**config.mk**
```make
export PLATFORM = sky130hd
export DESIGN_NAME = alu_arbiter
export DESIGN_NICKNAME = d
export VERILOG_FILES = /design/src/rtl/alu_pkg.sv /design/src/rtl/alu.sv /design/src/rtl/alu_arbiter.sv
export SDC_FILE = /design/constraint.sdc
export NUM_CORES = 2
export LEC_CHECK = 0
export BUFFER_PORTS_ARGS = -buffer_cell sky130_fd_sc_hd__buf_2
export CAP_MARGIN = 0
export CORE_MARGIN = 2
export CORE_UTILIZATION = 38
export CTS_BUF_LIST = sky130_fd_sc_hd__clkbuf_2
export CTS_CLUSTER_DIAMETER = 40
export DETAILED_ROUTE_END_ITERATION = 12
export PLACE_DENSITY_LB_ADDON = 0.05
export SYNTH_ARGS = -nofsm -noshare
export SYNTH_HDL_FRONTEND = slang
export SYNTH_HIERARCHICAL = 1
export SYNTH_SLANG_ARGS = --single-unit
```
**constraint.sdc**
```tcl
create_clock -name clk -period 104.7 [get_ports clk]
set_clock_uncertainty 0.15 [all_clocks]
set_input_delay 5.235 -clock clk [delete_from_list [all_inputs] [get_ports clk]]
set_output_delay 5.235 -clock clk [all_outputs]
set_load 0.01 [all_outputs]
```
**src/rtl/alu_pkg.sv**
```systemverilog
// Shared constants for the two-requester ALU arbiter: opcodes, FSM encoding, divider sizing.
// The iterative divider is only built when ALU_ITER_DIV_EN is defined.
package alu_pkg;

    localparam int DATA_W     = 32;
    localparam int OP_W       = 3;
    localparam int DIV_CYCLES = 32;
    localparam int CNT_W      = 6;

    localparam logic [CNT_W-1:0] DIV_LAST = CNT_W'(DIV_CYCLES - 1);

    localparam logic [OP_W-1:0] OP_AND  = 3'b000;
    localparam logic [OP_W-1:0] OP_OR   = 3'b001;
    localparam logic [OP_W-1:0] OP_ADD  = 3'b010;
    localparam logic [OP_W-1:0] OP_DIV  = 3'b011;
    localparam logic [OP_W-1:0] OP_ANDN = 3'b100;
    localparam logic [OP_W-1:0] OP_ORN  = 3'b101;
    localparam logic [OP_W-1:0] OP_SUB  = 3'b110;
    localparam logic [OP_W-1:0] OP_SLT  = 3'b111;

    typedef enum logic [1:0] {
        IDLE = 2'd0,
        EXEC = 2'd1,
        DIV  = 2'd2,
        RESP = 2'd3
    } state_t;

endpackage

```
**src/rtl/alu.sv**
```systemverilog
// Combinational 32-bit ALU; zero flags operand inequality (1 when A != B).
// With ALU_ITER_DIV_EN defined the divide opcode is left to the arbiter's iterative divider.
module alu
    import alu_pkg::*;
(
    input  logic [DATA_W-1:0] A,
    input  logic [DATA_W-1:0] B,
    input  logic [OP_W-1:0]   F,
    output logic [DATA_W-1:0] Y,
    output logic              zero
);

    always_comb begin
        Y = '0;
        case (F)
            OP_AND:  Y = A & B;
            OP_OR:   Y = A | B;
            OP_ADD:  Y = A + B;
`ifdef ALU_ITER_DIV_EN
            OP_DIV:  Y = '0;
`else
            // Divide by zero is forced to all ones so no X ever reaches the result.
            OP_DIV:  Y = (B == '0) ? '1 : (A / B);
`endif
            OP_ANDN: Y = A & ~B;
            OP_ORN:  Y = A | ~B;
            OP_SUB:  Y = A - B;
            OP_SLT:  Y = {{(DATA_W-1){1'b0}}, (A < B)};
            default: Y = '0;
        endcase
    end

    assign zero = (A != B);

endmodule

```
**src/rtl/alu_arbiter.sv**
```systemverilog
// Round-robin arbiter feeding one shared ALU; one operation in flight, result held until taken.
// Define ALU_ITER_DIV_EN to build the 32-cycle restoring divider and the DIV state.
module alu_arbiter
    import alu_pkg::*;
(
    input  logic              clk,
    input  logic              rst_n,
    input  logic              req0_valid,
    output logic              req0_ready,
    input  logic [DATA_W-1:0] req0_a,
    input  logic [DATA_W-1:0] req0_b,
    input  logic [OP_W-1:0]   req0_f,
    input  logic              req1_valid,
    output logic              req1_ready,
    input  logic [DATA_W-1:0] req1_a,
    input  logic [DATA_W-1:0] req1_b,
    input  logic [OP_W-1:0]   req1_f,
    output logic              rsp_valid,
    input  logic              rsp_ready,
    output logic              rsp_id,
    output logic [DATA_W-1:0] rsp_y,
    output logic              rsp_zero,
    output logic              busy
);

    state_t            state;
    state_t            state_next;
    logic              last_grant;
    logic              grant_vld;
    logic              grant_id;
    logic              accept;
    logic [DATA_W-1:0] a_q;
    logic [DATA_W-1:0] b_q;
    logic [OP_W-1:0]   f_q;
    logic [DATA_W-1:0] alu_y;
    logic              alu_zero;

`ifdef ALU_ITER_DIV_EN
    logic [CNT_W-1:0]  div_cnt;
    logic [DATA_W-1:0] div_rem;
    logic [DATA_W-1:0] div_quo;
    logic [DATA_W:0]   div_shift;
    logic [DATA_W:0]   div_diff;
    logic [DATA_W-1:0] rem_next;
    logic [DATA_W-1:0] quo_next;
`endif

    // On a tie the requester that did not win last time is granted.
    always_comb begin
        grant_vld = 1'b0;
        grant_id  = 1'b0;
        if (req0_valid && req1_valid) begin
            grant_vld = 1'b1;
            grant_id  = ~last_grant;
        end else if (req0_valid) begin
            grant_vld = 1'b1;
            grant_id  = 1'b0;
        end else if (req1_valid) begin
            grant_vld = 1'b1;
            grant_id  = 1'b1;
        end
    end

    assign accept     = (state == IDLE) && grant_vld;
    assign req0_ready = rst_n && accept && !grant_id;
    assign req1_ready = rst_n && accept && grant_id;
    assign rsp_valid  = (state == RESP);
    assign busy       = (state != IDLE);

    alu u_alu (
        .A    (a_q),
        .B    (b_q),
        .F    (f_q),
        .Y    (alu_y),
        .zero (alu_zero)
    );

    always_ff @(posedge clk or negedge rst_n) begin
        if (!rst_n) begin
            state <= IDLE;
        end else begin
            state <= state_next;
        end
    end

    always_comb begin
        state_next = state;
        case (state)
            IDLE: begin
                if (accept) begin
                    state_next = EXEC;
                end
            end
            EXEC: begin
`ifdef ALU_ITER_DIV_EN
                state_next = (f_q == OP_DIV) ? DIV : RESP;
`else
                state_next = RESP;
`endif
            end
`ifdef ALU_ITER_DIV_EN
            DIV: begin
                if (div_cnt == DIV_LAST) begin
                    state_next = RESP;
                end
            end
`endif
            RESP: begin
                if (rsp_ready) begin
                    state_next = IDLE;
                end
            end
            default: state_next = IDLE;
        endcase
    end

`ifdef ALU_ITER_DIV_EN
    // Restoring step: the dividend is shifted out of the top of div_quo while quotient bits enter below.
    always_comb begin
        div_shift = {div_rem, div_quo[DATA_W-1]};
        div_diff  = div_shift - {1'b0, b_q};
        if (div_diff[DATA_W]) begin
            rem_next = div_shift[DATA_W-1:0];
            quo_next = {div_quo[DATA_W-2:0], 1'b0};
        end else begin
            rem_next = div_diff[DATA_W-1:0];
            quo_next = {div_quo[DATA_W-2:0], 1'b1};
        end
    end

    always_ff @(posedge clk or negedge rst_n) begin
        if (!rst_n) begin
            div_cnt <= '0;
            div_rem <= '0;
            div_quo <= '0;
        end else if (state == EXEC) begin
            div_cnt <= '0;
            div_rem <= '0;
            div_quo <= a_q;
        end else if (state == DIV) begin
            div_cnt <= div_cnt + 1'b1;
            div_rem <= rem_next;
            div_quo <= quo_next;
        end
    end
`endif

    // Operands are captured at the handshake; results are registered so they stay put through RESP.
    always_ff @(posedge clk or negedge rst_n) begin
        if (!rst_n) begin
            last_grant <= 1'b1;
            a_q        <= '0;
            b_q        <= '0;
            f_q        <= '0;
            rsp_id     <= 1'b0;
            rsp_y      <= '0;
            rsp_zero   <= 1'b0;
        end else begin
            if (accept) begin
                last_grant <= grant_id;
                rsp_id     <= grant_id;
                a_q        <= grant_id ? req1_a : req0_a;
                b_q        <= grant_id ? req1_b : req0_b;
                f_q        <= grant_id ? req1_f : req0_f;
            end
            if (state == EXEC) begin
                rsp_y    <= alu_y;
                rsp_zero <= alu_zero;
            end
`ifdef ALU_ITER_DIV_EN
            if ((state == DIV) && (div_cnt == DIV_LAST)) begin
                rsp_y <= (b_q == '0) ? '1 : quo_next;
            end
`endif
        end
    end

endmodule

```
==> insert_results.sql <==
INSERT INTO impl_metrics (metric_group, metric, value, unit) VALUES
('floorplan', 'rows', '116', ''),
('drt', 'final_antenna_net_count', '0', ''),
('grt', 'grt_first_pass_wirelength', '268', 'mm'),
('clock_network', 'longest_clk_path_bufs', '2', ''),
('synth', 'asyncSetResetFlopFracSynth', '1.00', ''),
('floorplan', 'core_region_area', '100000', 'sq um'),
('place', 'detailedPlacementHpwl', '144', 'mm'),
('synth', 'synth.net_count', '6249', ''),
('timing', 'max_slew.worst_pin.slew', '1160', 'ps'),
('synth', 'synth.yosys.seq_area_share', '0.0680', ''),
('synth', 'synth_adder_area_share', '0.196', ''),
('floorplan', 'die_area', '103000', 'sq um'),
('critical_path', 'critical_path_arrival', '89210', 'ps'),
('synth', 'yosysUniqueCellTypes', '113', ''),
('synth', 'post_synth_main_area_contributors', 'sky130_fd_sc_hd__ha_1 (19%), sky130_fd_sc_hd__a21oi_1 (7.2%), sky130_fd_sc_hd__dfrtp_1 (6.7%)', ''),
('grt', 'pin_count_of_the_biggest_net_entering_global_routing', '69', ''),
('clock_network', 'insertion_delay_to_the_later_sink_of_the_worst_skew_pair', '1110', 'ps'),
('synth', 'synthesis.area', '38300', 'sq um'),
('critical_path', 'slowest_stage', 'sky130_fd_sc_hd__o311ai_2', ''),
('drt', 'via_per_inst', '6.40', ''),
('clock_network', 'cts.repair.resized', '0', ''),
('final_layout', 'flow.area_growth_from_synthesis', '6.71', '%'),
('place', 'portBuffers', '176', ''),
('min_path', 'worstHoldPathType', 'flip-flop to flip-flop', ''),
('final_layout', 'layout_cells_sized_above_1', '0.0986', ''),
('drt', 'wl', '183', 'mm'),
('synth', 'synth_flop_cell', 'sky130_fd_sc_hd__dfrtp_1', ''),
('synth', 'synth.area.mux_share', '0.0348', ''),
('synth', 'synth_largest_area_cell', 'sky130_fd_sc_hd__ha_1', ''),
('clock_network', 'htree_levels', '3', ''),
('floorplan', 'die-height', '322', 'um'),
('synth', 'yosys_warnings', '6', ''),
('floorplan', 'die_x', '322', 'um'),
('drt', 'detail_route.iter0.violations', '5000', ''),
('clock_network', 'post-cts-setup-buffers', '0', ''),
('synth', 'yosys.area_share.simple', '0.234', ''),
('clock_network', 'postCtsHoldBufs', '0', ''),
('timing', 'setup_violations', '0', ''),
('timing', 'max_clock_freq', '11.3', 'MHz'),
('timing', 'report.final.slew_viol_count', '0', ''),
('critical_path', 'critical_path_required', '105410', 'ps'),
('synth', 'synth_enable_flop_cells', '0', ''),
('critical_path', 'crit_path_max_cell_delay', '900', 'ps'),
('synth', 'synth.avg_cell_area', '6.95', 'sq um'),
('drt', 'drc', '0', ''),
('synth', 'complex_gate_fraction_of_the_synthesized_area', '0.335', ''),
('clock_network', 'tritoncts', 'done', ''),
('synth', 'synth_top_cells_by_count', 'sky130_fd_sc_hd__nand2_1 (612), sky130_fd_sc_hd__ha_1 (592), sky130_fd_sc_hd__a21oi_1 (550)', ''),
('synth', 'synth_xor_xnor_area_share', '0.0864', ''),
('drt', 'wl_per_cell', '26.5', 'um'),
('drt', 'firstDrtPassIters', '6', ''),
('timing', 'timing.setup.tns', '0', 'ps'),
('synth', 'syn_inst', '5516', ''),
('timing', 'min_period', '88510', 'ps'),
('critical_path', 'setup.worst_path.start_class', 'flip-flop', ''),
('grt', 'grt.overflow.total', '0', ''),
('grt', 'grt_use_total', '0.341', ''),
('timing', 'portion_of_the_clock_cycle_consumed_by_the_worst_path_in_the_final_layout', '0.845', ''),
('grt', 'number_of_antenna_violations_at_the_first_check_in_global_routing', '8', ''),
('critical_path', 'setup.worst_path.class', 'flip-flop to flip-flop', ''),
('critical_path', 'setup.worst_path.end_class', 'flip-flop', ''),
('synth', 'synth_top_family_by_area', 'compound AO/OA/AOI/OAI gates', ''),
('final_layout', 'net_count_final', '6316', ''),
('synth', 'synth_most_common_cell', 'sky130_fd_sc_hd__nand2_1', ''),
('timing', 'max-slew-margin-rel', '0.222', ''),
('clock_network', 'tritoncts.num_buffers', '9', ''),
('grt', 'grt_pass1_vias', '40700', ''),
('run', 'timing.max_cap.violations', '0', ''),
('synth', 'synth.top_cell.area_share', '0.193', ''),
('timing', 'rsz0062_at_grt', 'false', ''),
('drt', 'detailroute.via_count', '44100', ''),
('place', 'globalplace.congestion', '0.987', ''),
('status', 'outcome', 'finished, final reports clean', ''),
('floorplan', 'floorplan.initialDensity', '0.383', ''),
('clock_network', 'clkTransAtPathRegs', '590', 'ps'),
('floorplan', 'ios', '177', ''),
('clock_network', 'tritoncts_num_sinks', '104', ''),
('synth', 'yosys_register_bits', '104', ''),
('clock_network', 'clock-root-buffer', 'sky130_fd_sc_hd__clkbuf_2', ''),
('timing', 'finalHoldViolCount', '0', ''),
('critical_path', 'crit_path_max_fanout', '32', '');
-- kinds of logic after synthesis --
family / after synthesis
compound gates: 1952
buf+inv: 456
fa+ha+maj: 600
xor+xnor: 378
simple gates: 1905
mux: 121
flops: 104
-- layout make-up --
class / count / area [sq um]
Antenna cell: 2 / 5.00
Clock buffer: 9 / 45.0
Clock inverter: 7 / 73.8
Fill cell: 10700 / 59100
Inverter: 234 / 878
Multi-Input combinational cell: 4956 / 34000
Sequential cell: 104 / 2610
Tap cell: 1298 / 1620
Timing Repair Buffer: 278 / 1650
-- cell usage in the layout, fill, tap and decap left out, types with 32 or more instances in the layout --
cell type and n:
sky130_fd_sc_hd__xnor2_1 226, sky130_fd_sc_hd__inv_1 227, sky130_fd_sc_hd__nor2_1 503, sky130_fd_sc_hd__nor3_1 176, sky130_fd_sc_hd__ha_1 592, sky130_fd_sc_hd__buf_2 175, sky130_fd_sc_hd__o21ai_0 347, sky130_fd_sc_hd__or3_1 68
sky130_fd_sc_hd__a21oi_1 549, sky130_fd_sc_hd__xor2_1 152, sky130_fd_sc_hd__and3_1 42, sky130_fd_sc_hd__and2_1 40, sky130_fd_sc_hd__mux2_2 91, sky130_fd_sc_hd__o21bai_1 53, sky130_fd_sc_hd__a31oi_1 141, sky130_fd_sc_hd__nor4_1 39
sky130_fd_sc_hd__nand3_1 114, sky130_fd_sc_hd__or2_2 53, sky130_fd_sc_hd__nand2b_1 47, sky130_fd_sc_hd__o211ai_1 48, sky130_fd_sc_hd__o21a_1 123, sky130_fd_sc_hd__a211oi_1 42, sky130_fd_sc_hd__buf_4 103, sky130_fd_sc_hd__a21o_1 188
sky130_fd_sc_hd__dfrtp_1 102, sky130_fd_sc_hd__a21boi_0 32, sky130_fd_sc_hd__nand2_1 611, sky130_fd_sc_hd__nor2b_1 54, sky130_fd_sc_hd__nand4_1 65, sky130_fd_sc_hd__o31ai_1 50
-- worst paths after layout --
path                              start  endpoint  slack [ps]  cells past startpoint
min in group asynchronous         rst_n  rsp_zero        3860                      1
worst min register to register   rsp_id    rsp_id         400                      2
worst max-delay path            b_q[25]  rsp_y[0]       16190                    296
worst max register to register  b_q[25]  rsp_y[0]       16190                    296
worst min-delay path             rsp_id    rsp_id         400                      2
max in group asynchronous         rst_n   b_q[23]       98840                      3
-- critical path: cells and delay by family (launching register included) --
family                     cells  cell delay, ps
AOI/OAI and AO/OA            167           49730
adders and majority gates     31            9990
buffers and inverters         17            4070
DFF                            1             720
muxes                          5            1680
and+or+nand+nor               76           21650
-- per-layer routing --
metal  GRT usage  vias to the layer above  routed length (um)
met5           0                        -                  11
met4      0.0989                        2                6290
met3      0.0460                      309               14600
met2       0.528                     1984               77500
met1       0.489                    21100               84300
li1            -                    20700                   -
-- registers in the layout (all words and copies together), names as in the netlist --
register	cells
a_q	32
b_q	32
rsp_y	32
f_q	3
state	2
last_grant	1
rsp_id	1
rsp_zero	1
-- per-stage QoR --
step | worst slack (ps) | util | instances | area, sq um | hold slack [ps]
global route | 11440 | 0.409 | 6888 | 40900 | 420
floorplan | 34320 | - | 5516 | 38300 | 362
detailed placement | 19120 | 0.408 | 6870 | 40800 | 340
CTS | 18540 | 0.409 | 6886 | 40900 | 394
global placement | 20240 | 0.408 | 6870 | 40800 | 334
finish | 16190 | 0.409 | 6888 | 40900 | 396
Power is left out: the tool's default activity adds up to more than one toggle a clock period on the data nets, which glitch-free logic cannot reach.
